`src/rtl/pipe_add_sub.sv`:
```
// Pipelined adder/subtractor. Each stage resolves one CHUNK-bit slice of the
// result and passes its carry, the still-unresolved operand slices and the
// sub flag to the next stage. All stages advance together under a single
// enable derived from output backpressure.
module pipe_add_sub #(
    parameter int unsigned WIDTH  = 32,
    parameter int unsigned STAGES = 4
) (
    input  logic             clk_i,
    input  logic             rst_i,
    input  logic             valid_i,
    output logic             ready_o,
    input  logic [WIDTH-1:0] a_i,
    input  logic [WIDTH-1:0] b_i,
    input  logic             sub_i,
    output logic             valid_o,
    input  logic             ready_i,
    output logic [WIDTH-1:0] result_o,
    output logic             cout_o,
    output logic             ovf_o,
    output logic             zero_o
);

    localparam int unsigned CHUNK = WIDTH / STAGES;

    // Stage registers (index k = output of stage k)
    logic             v_q [STAGES];
    logic             s_q [STAGES];
    logic             c_q [STAGES];
    logic [WIDTH-1:0] a_q [STAGES];
    logic [WIDTH-1:0] b_q [STAGES];
    logic [WIDTH-1:0] r_q [STAGES];
    logic             cout_q;
    logic             ovf_q;

    // Per-stage inputs (index 0 = block ports, index k = stage k-1 registers)
    logic             in_v [STAGES];
    logic             in_s [STAGES];
    logic             in_c [STAGES];
    logic [WIDTH-1:0] in_a [STAGES];
    logic [WIDTH-1:0] in_b [STAGES];
    logic [WIDTH-1:0] in_r [STAGES];

    // Per-stage next values
    logic [WIDTH-1:0] d_r [STAGES];
    logic             d_c [STAGES];
    logic [CHUNK:0]   sum;
    logic             cout_d;
    logic             ovf_d;
    logic             en;

    assign valid_o  = v_q[STAGES-1];
    assign result_o = r_q[STAGES-1];
    assign cout_o   = cout_q;
    assign ovf_o    = ovf_q;
    assign zero_o   = v_q[STAGES-1] & (r_q[STAGES-1] == '0);
    assign en       = ~valid_o | ready_i;
    assign ready_o  = en;

    // Route each stage's source: ports for stage 0, previous stage otherwise.
    // b is inverted on entry so subtraction becomes a + ~b + 1 with cin = sub.
    always_comb begin
        in_v[0] = valid_i;
        in_s[0] = sub_i;
        in_c[0] = sub_i;
        in_a[0] = a_i;
        in_b[0] = sub_i ? ~b_i : b_i;
        in_r[0] = '0;
        for (int unsigned k = 1; k < STAGES; k++) begin
            in_v[k] = v_q[k-1];
            in_s[k] = s_q[k-1];
            in_c[k] = c_q[k-1];
            in_a[k] = a_q[k-1];
            in_b[k] = b_q[k-1];
            in_r[k] = r_q[k-1];
        end
    end

    // Resolve one chunk per stage; flags come from the final stage's slice.
    always_comb begin
        sum = '0;
        for (int unsigned k = 0; k < STAGES; k++) begin
            sum = {1'b0, in_a[k][k*CHUNK +: CHUNK]}
                + {1'b0, in_b[k][k*CHUNK +: CHUNK]}
                + (CHUNK+1)'(in_c[k]);
            d_r[k] = in_r[k];
            d_r[k][k*CHUNK +: CHUNK] = sum[CHUNK-1:0];
            d_c[k] = sum[CHUNK];
        end
        // carry into MSB is a^b^sum at the MSB; overflow is that XOR carry out
        ovf_d  = in_a[STAGES-1][WIDTH-1] ^ in_b[STAGES-1][WIDTH-1]
               ^ d_r[STAGES-1][WIDTH-1] ^ d_c[STAGES-1];
        cout_d = d_c[STAGES-1] ^ in_s[STAGES-1];
    end

    // Advance every stage together when enabled; reset empties the pipe.
    always_ff @(posedge clk_i or posedge rst_i) begin
        if (rst_i) begin
            for (int unsigned k = 0; k < STAGES; k++) begin
                v_q[k] <= 1'b0;
                s_q[k] <= 1'b0;
                c_q[k] <= 1'b0;
                a_q[k] <= '0;
                b_q[k] <= '0;
                r_q[k] <= '0;
            end
            cout_q <= 1'b0;
            ovf_q  <= 1'b0;
        end else if (en) begin
            for (int unsigned k = 0; k < STAGES; k++) begin
                v_q[k] <= in_v[k];
                s_q[k] <= in_s[k];
                c_q[k] <= d_c[k];
                a_q[k] <= in_a[k];
                b_q[k] <= in_b[k];
                r_q[k] <= d_r[k];
            end
            cout_q <= cout_d;
            ovf_q  <= ovf_d;
        end
    end

endmodule

```
`config.mk`:
```
export PLATFORM = sky130hd
export DESIGN_NAME = pipe_add_sub
export DESIGN_NICKNAME = d
export VERILOG_FILES = /design/src/rtl/pipe_add_sub.sv
export SDC_FILE = /design/constraint.sdc
export NUM_CORES = 1
export LEC_CHECK = 0
export ABC_AREA = 0
export CAP_MARGIN = 20
export CORE_MARGIN = 1
export CORE_UTILIZATION = 32
export CTS_CLUSTER_SIZE = 28
export DETAILED_ROUTE_END_ITERATION = 6
export GPL_TIMING_DRIVEN = 1
export HOLD_SLACK_MARGIN = 0.05
export SLEW_MARGIN = 0
export SYNTH_ARGS = -nofsm -noshare
export SYNTH_HDL_FRONTEND = slang
export SYNTH_SLANG_ARGS = --single-unit
```
`constraint.sdc`:
```
create_clock -name clk_i -period 5.8 [get_ports clk_i]
set_input_delay 0.87 -clock clk_i [delete_from_list [all_inputs] [get_ports clk_i]]
set_output_delay 0.87 -clock clk_i [all_outputs]
set_load 0.01 [all_outputs]
```
==> impl_metrics.tcl, run 1 <==
set metrics [dict create \
    status "finished clean" \
    cp-start-kind "input pin" \
    portBuffers 105 \
    rows 59 \
    antenna_found_initial 0 \
    fmax_ghz 0.287 \
    yosysUniqueCellTypes 35 \
    finalCritPeriodShare_pct 60.1 \
    syn_avg_cell_area_um2 9.01 \
    start_util_pct 32.5 \
    seqPwrFrac_pct 41.8 \
    die_w_um 164 \
    pwr-share-clk_pct 20.8 \
    crit_top_cell "clkdlybuf4s50_1" \
    drive_above_1_share_pct 4.16 \
    fill_cells 2657 \
    swShare_pct 36.8 \
    power_frac_comb_pct 37.4 \
    drtIter0Drc 334 \
    htree_levels 4 \
    wl_per_cell_um 13.0 \
    hold_class "reg -> reg" \
    peakVddDrop_uv 234 \
    clk_pin_slew_worst_paths_ps 70 \
    end_kind "output pin" \
    mostFrequentLayoutCell "nand2_1" \
    vias 6083 \
    yosysWarnings 0 \
    die_h_um 164 \
    place.gp.congestion 0.775 \
    period_needed_ps 3490 \
    grt_pass1_vias 5995 \
    synth_edf_count 0 \
    holdBufCountCts 0 \
    synth_seq_cells 188 \
    finalHoldViolCount 0 \
    drv_slew 0 \
    synth_ff_type "dfrtp_1" \
    synth_area_mm2 0.00845 \
    wirelength_um 17800 \
    cp_max_fo 67 \
    nets 1125 \
    fin_tns_setup_ps 0 \
    clockBufferDepth 2 \
    critPathTopFamily "buffers and inverters" \
    hpwl_um 11800 \
    hp-start "a_q[126]" \
    hold_slack_ps 466 \
    grt_overflow_total 0 \
    min_path_cells 2 \
    ios 106 \
    drv_cap 0 \
    cts_tree "done" \
    diodes 0 \
    groute.usage.overall_pct 14.0 \
    synthArstFlopShare_pct 100 \
    tightestPinTransition_ps 1130 \
    synth_fp_nets 1041 \
    switchingPower_mw 1.99 \
    cp_num_buf_inv 3 \
    syn_inst 937 \
    fp.dieArea_mm2 0.0271 \
    numCtsBuffers 17 \
    viasPerCell 4.45 \
    final_cell_mix "434 x nand2_1, 188 x dfrtp_1, 104 x clkdlybuf4s50_1" \
    path_depth 4 \
    grt_max_degree 189 \
    relSlewSlack_pct 24.4 \
    crit_arrival_ps 2620 \
    fin_skew_ps 13.4 \
    p_leak_nw 4.97 \
    crit_path_cell_trace "clkdlybuf4s50_1 > nor2b_4 > inv_4 > clkdlybuf4s50_1" \
    cellPowerDensity_mw_per_mm2 522 \
    ant_nets 0 \
    cpMaxStageDelayCell "clkdlybuf4s50_1" \
    core_mm2 0.0260 \
    clock-sinks 188 \
    area_growth_pct 22.8 \
    cts_post_setup_buffers_inserted 0 \
    intPower_mw 3.42 \
    critical-path-max-stage-delay_ps 670 \
    rsz0062_at_grt "no" \
    root_buffer "clkbuf_16" \
    cp.required_ps 4930 \
    crit_type "in -> out" \
    finalSetupViolations 0 \
    clkLatencyLatePin_ps 430 \
    ctsResizeCount 0 \
    r2r_start "c_q[2]" \
    drc 0 \
    yosysSeqAreaShare_pct 55.7 \
    r2r_cells 8 \
    crit_path_start "ready_i" \
    grt_pass1_wl_um 29900 \
    dr.pass1.iters 4 \
]
path summary, 6_finish.rpt:
check	endpoint	slack (ps)
setup / recovery	ready_o	2310
setup reg to reg	c_q[1]	3140
hold / removal	a_q[94]	470
max in group asynchronous	b_q[81]	3910
min in group asynchronous	result_o[5]	960
hold reg to reg	a_q[94]	470
sequential cells by signal (all words and copies together), names as in the netlist:
| register | flops |
|---|---|
| result_o | 32 |
| valid_o | 1 |
| a_q | 48 |
| c_q | 3 |
| cout_o | 1 |
| b_q | 48 |
| d_r | 48 |
| in_v | 3 |
| in_s | 3 |
| ovf_o | 1 |
synthesized netlist by cell type (4+ instances only):
master      n  area share [%]
buf_2       6            0.36
nand2_1   434              19
xor2_1     20             2.1
o21bai_1    5            0.44
o21ai_0    52             3.1
nor2_1     31             1.4
nand2b_1    4            0.30
inv_1      14            0.62
dfrtp_1   188              56
a21oi_1    22             1.3
a21o_1      8            0.71
a211oi_1    4            0.36
nor2b_1     4            0.30
xnor2_1    34             3.5
nor3_1      6            0.36
clkbuf_1   33             1.5
buf_1       5            0.22
a31oi_1     6            0.44
nor4_1      6            0.44
ha_1       28             4.1
fa_1        7             1.7
per-layer routing:
metal / vias to the layer above / routed length [µm] / GRT usage [%]
met4: 0 / 285 / 4.50
met5: - / 0 / 0
met1: 2820 / 8850 / 19.6
met3: 19 / 585 / 2.56
met2: 87 / 8040 / 22.1
li1: 3157 / - / -
layout make-up:
type / instances / area, µm² / share of cell area (%)
multi-input combinational: 689 / 3510 / 33.8
sequential: 188 / 4700 / 45.4
tap: 335 / 419 / 4.04
inverter: 15 / 62.6 / 0.603
clock inverter: 14 / 135 / 1.30
timing repair buffer: 110 / 1120 / 10.8
clock buffer: 17 / 425 / 4.10
metrics by stage:
step	instance area, µm²	worst slack (ps)	cells	power [mW]	utilization (%)
2_1_floorplan	8450	2510	937	3.63	-
3_3_place_gp	9780	2180	1336	4.28	37.7
3_5_place_dp	9780	2150	1336	4.35	37.7
4_1_cts	10300	2290	1367	5.50	39.8
5_1_grt	10400	2220	1368	5.88	39.9
6_report	10400	2310	1368	5.42	39.9
kinds of logic (layout without fill, tap and decap cells):
| family | Yosys count | after routing | share of synthesized area (%) |
|---|---|---|---|
| compound gates | 107 | 107 | 7.27 |
| xor+xnor | 54 | 54 | 5.60 |
| fa+ha+maj | 35 | 35 | 5.81 |
| buf+inv | 60 | 156 | 2.84 |
| flops | 188 | 188 | 55.7 |
| mux | 1 | 1 | 0.133 |
| simple gates | 492 | 492 | 22.6 |
tightest hold or removal path: stages, from the launching register on:
cell     delay, ps
dfrtp_1        340
nand2_1         50
nand2_1         50
power by group through the flow:
| stage | registers [mW] | clock network, mW | logic (mW) |
|---|---|---|---|
| after CTS | 2.28 | 1.16 | 2.06 |
| after floorplan | 2.25 | 0 | 1.38 |
| final | 2.26 | 1.13 | 2.02 |
| after global placement | 2.28 | 0 | 2.00 |
| after detailed placement | 2.30 | 0 | 2.05 |
| after global routing | 2.35 | 1.20 | 2.33 |
Note: power is estimated with default switching activity, not from simulation.
==> run 2, diff against run 1 <==
- clock period: 5.8 -> 3 ns (I/O delays scaled with it)
==> run 2 against run 1 <==
  * Sequential power grew 93%
  * Die area unchanged
  * Clock power increased by 97%
  * Cell count is 0.51% higher
  * Register-to-register slack worse by 2600 ps
  * Largest power group unchanged
  * Utilization grew 0.44 points
  * Wire length rose by 0.87%
  * Non-clock buffer count rose by 5
  * Critical path type is now reg -> out
  * Clock-buffer cell count did not move
  * First-iteration DRC count decreased by 15%
  * Hold slack worse by 2.1 ps
==> impl_metrics.tcl, run 2 (synthesis gave the netlist of run 1 again) <==
set metrics [dict create \
    status "finished clean" \
    fin_skew_ps 11.3 \
    cp.required_ps 2550 \
    rsz0062_at_grt "no" \
    end_kind "output pin" \
    placed_cell_area_mm2 0.00990 \
    htree_levels 4 \
    tightestPinTransition_ps 911 \
    clock-sinks 188 \
    hpwl_um 12100 \
    fin_tns_setup_ps 0 \
    hold_class "reg -> reg" \
    drc 0 \
    drtIter0Drc 285 \
    clk_pin_slew_worst_paths_ps 70 \
    period_needed_ps 2690 \
    crit_arrival_ps 2240 \
    area_growth_pct 24.1 \
    ios 106 \
    dr.pass1.iters 4 \
    cts_tree "done" \
    groute.usage.overall_pct 14.2 \
    die_h_um 164 \
    drive_above_1_share_pct 4.62 \
    cellPowerDensity_mw_per_mm2 1010 \
    numCtsBuffers 17 \
    wl_per_cell_um 13.0 \
    viasPerCell 4.40 \
    rows 59 \
    antenna_found_initial 2 \
    finalHoldViolCount 0 \
    die_w_um 164 \
    peakVddDrop_uv 717 \
    relSlewSlack_pct 39.2 \
    finalCritPeriodShare_pct 89.7 \
    fp.dieArea_mm2 0.0271 \
    crit_type "reg -> out" \
    fmax_ghz 0.372 \
    root_buffer "clkbuf_16" \
    grt_max_degree 210 \
    cp-start-kind "flop" \
    drv_slew 0 \
    final_cell_mix "434 x nand2_1, 188 x dfrtp_1, 104 x clkdlybuf4s50_1" \
    mostFrequentLayoutCell "nand2_1" \
    clockBufferDepth 2 \
    grt_pass1_vias 5933 \
    grt_overflow_total 0 \
    place.gp.congestion 0.836 \
    fin_area_mm2 0.0105 \
    ctsResizeCount 0 \
    cp_max_fo 3 \
    wirelength_um 17900 \
    nets 1130 \
    portBuffers 105 \
    start_util_pct 32.5 \
    vias 6047 \
    power.total_mw 10.5 \
    clkLatencyLatePin_ps 430 \
    fin_util_pct 40.4 \
    grt_pass1_wl_um 30000 \
    p_leak_nw 5.02 \
    cts_post_setup_buffers_inserted 0 \
    finalSetupViolations 0 \
    drv_cap 0 \
    holdBufCountCts 0 \
    ant_nets 0 \
    core_mm2 0.0260 \
]
## run 2: cell types whose count changed in the layout (fill, tap and decap cells not counted), sizes merged
| cell | change |
|---|---|
| clkinv | -2 |
| diode | +2 |
| inv | +1 |
| buf | +5 |
| clkinvlp | +1 |
## run 2: where the power goes
part           switching [mW]  internal, mW
clock                    1.05          1.18
sequential              0.688          3.67
combinational            2.16          1.81
## run 2: stage by stage
stage               hold slack, ps  setup WS (ps)  instances
floorplan                      430            130        937
global placement               445            413       1342
detailed placement             455            300       1342
CTS                            467            157       1373
global route                   488           47.9       1375
finish                         464            309       1375
## run 2: worst max-delay path, stage by stage, from the launching register on
cell             delay (ps)
dfrtp_1                 400
nor4_1                  440
nand4_1                 190
nor3_1                  220
clkdlybuf4s50_1         560
## run 2: worst paths after layout
path                       slack, ps         from      endpoint  depth (start not counted)
max                              310  result_o[2]        zero_o                          4
min                              460      in_v[0]       in_v[0]                          2
max reg2reg                      520       c_q[2]        c_q[1]                          8
min reg2reg                      460      in_v[0]       in_v[0]                          2
max in group asynchronous       1790        rst_i  result_o[28]                          3
min in group asynchronous        500        rst_i   result_o[2]                          2
## run 2: layout make-up
type / instances / area [µm²]
diodes: 2 / 5.00
repair buffers: 115 / 1210
fillers: 2620 / 15500
multi-input cells: 689 / 3510
inverters: 15 / 62.6
well taps: 335 / 419
clock inverters: 14 / 151
flip-flops and latches: 188 / 4700
clock buffers: 17 / 425
## run 2: metal layers
| metal | wire length [µm] | vias to the layer above | GRT usage [%] |
|---|---|---|---|
| met4 | 363 | 0 | 5.88 |
| met1 | 8910 | 2784 | 19.5 |
| li1 | - | 3161 | - |
| met2 | 8070 | 78 | 21.8 |
| met3 | 576 | 24 | 3.04 |
| met5 | 0 | - | 0 |
==> run 3, diff against run 2 <==
- CAP_MARGIN: 20 -> 25
==> results of run 3 <==
Final layout, timing and power as in run 2 (identical DEF).
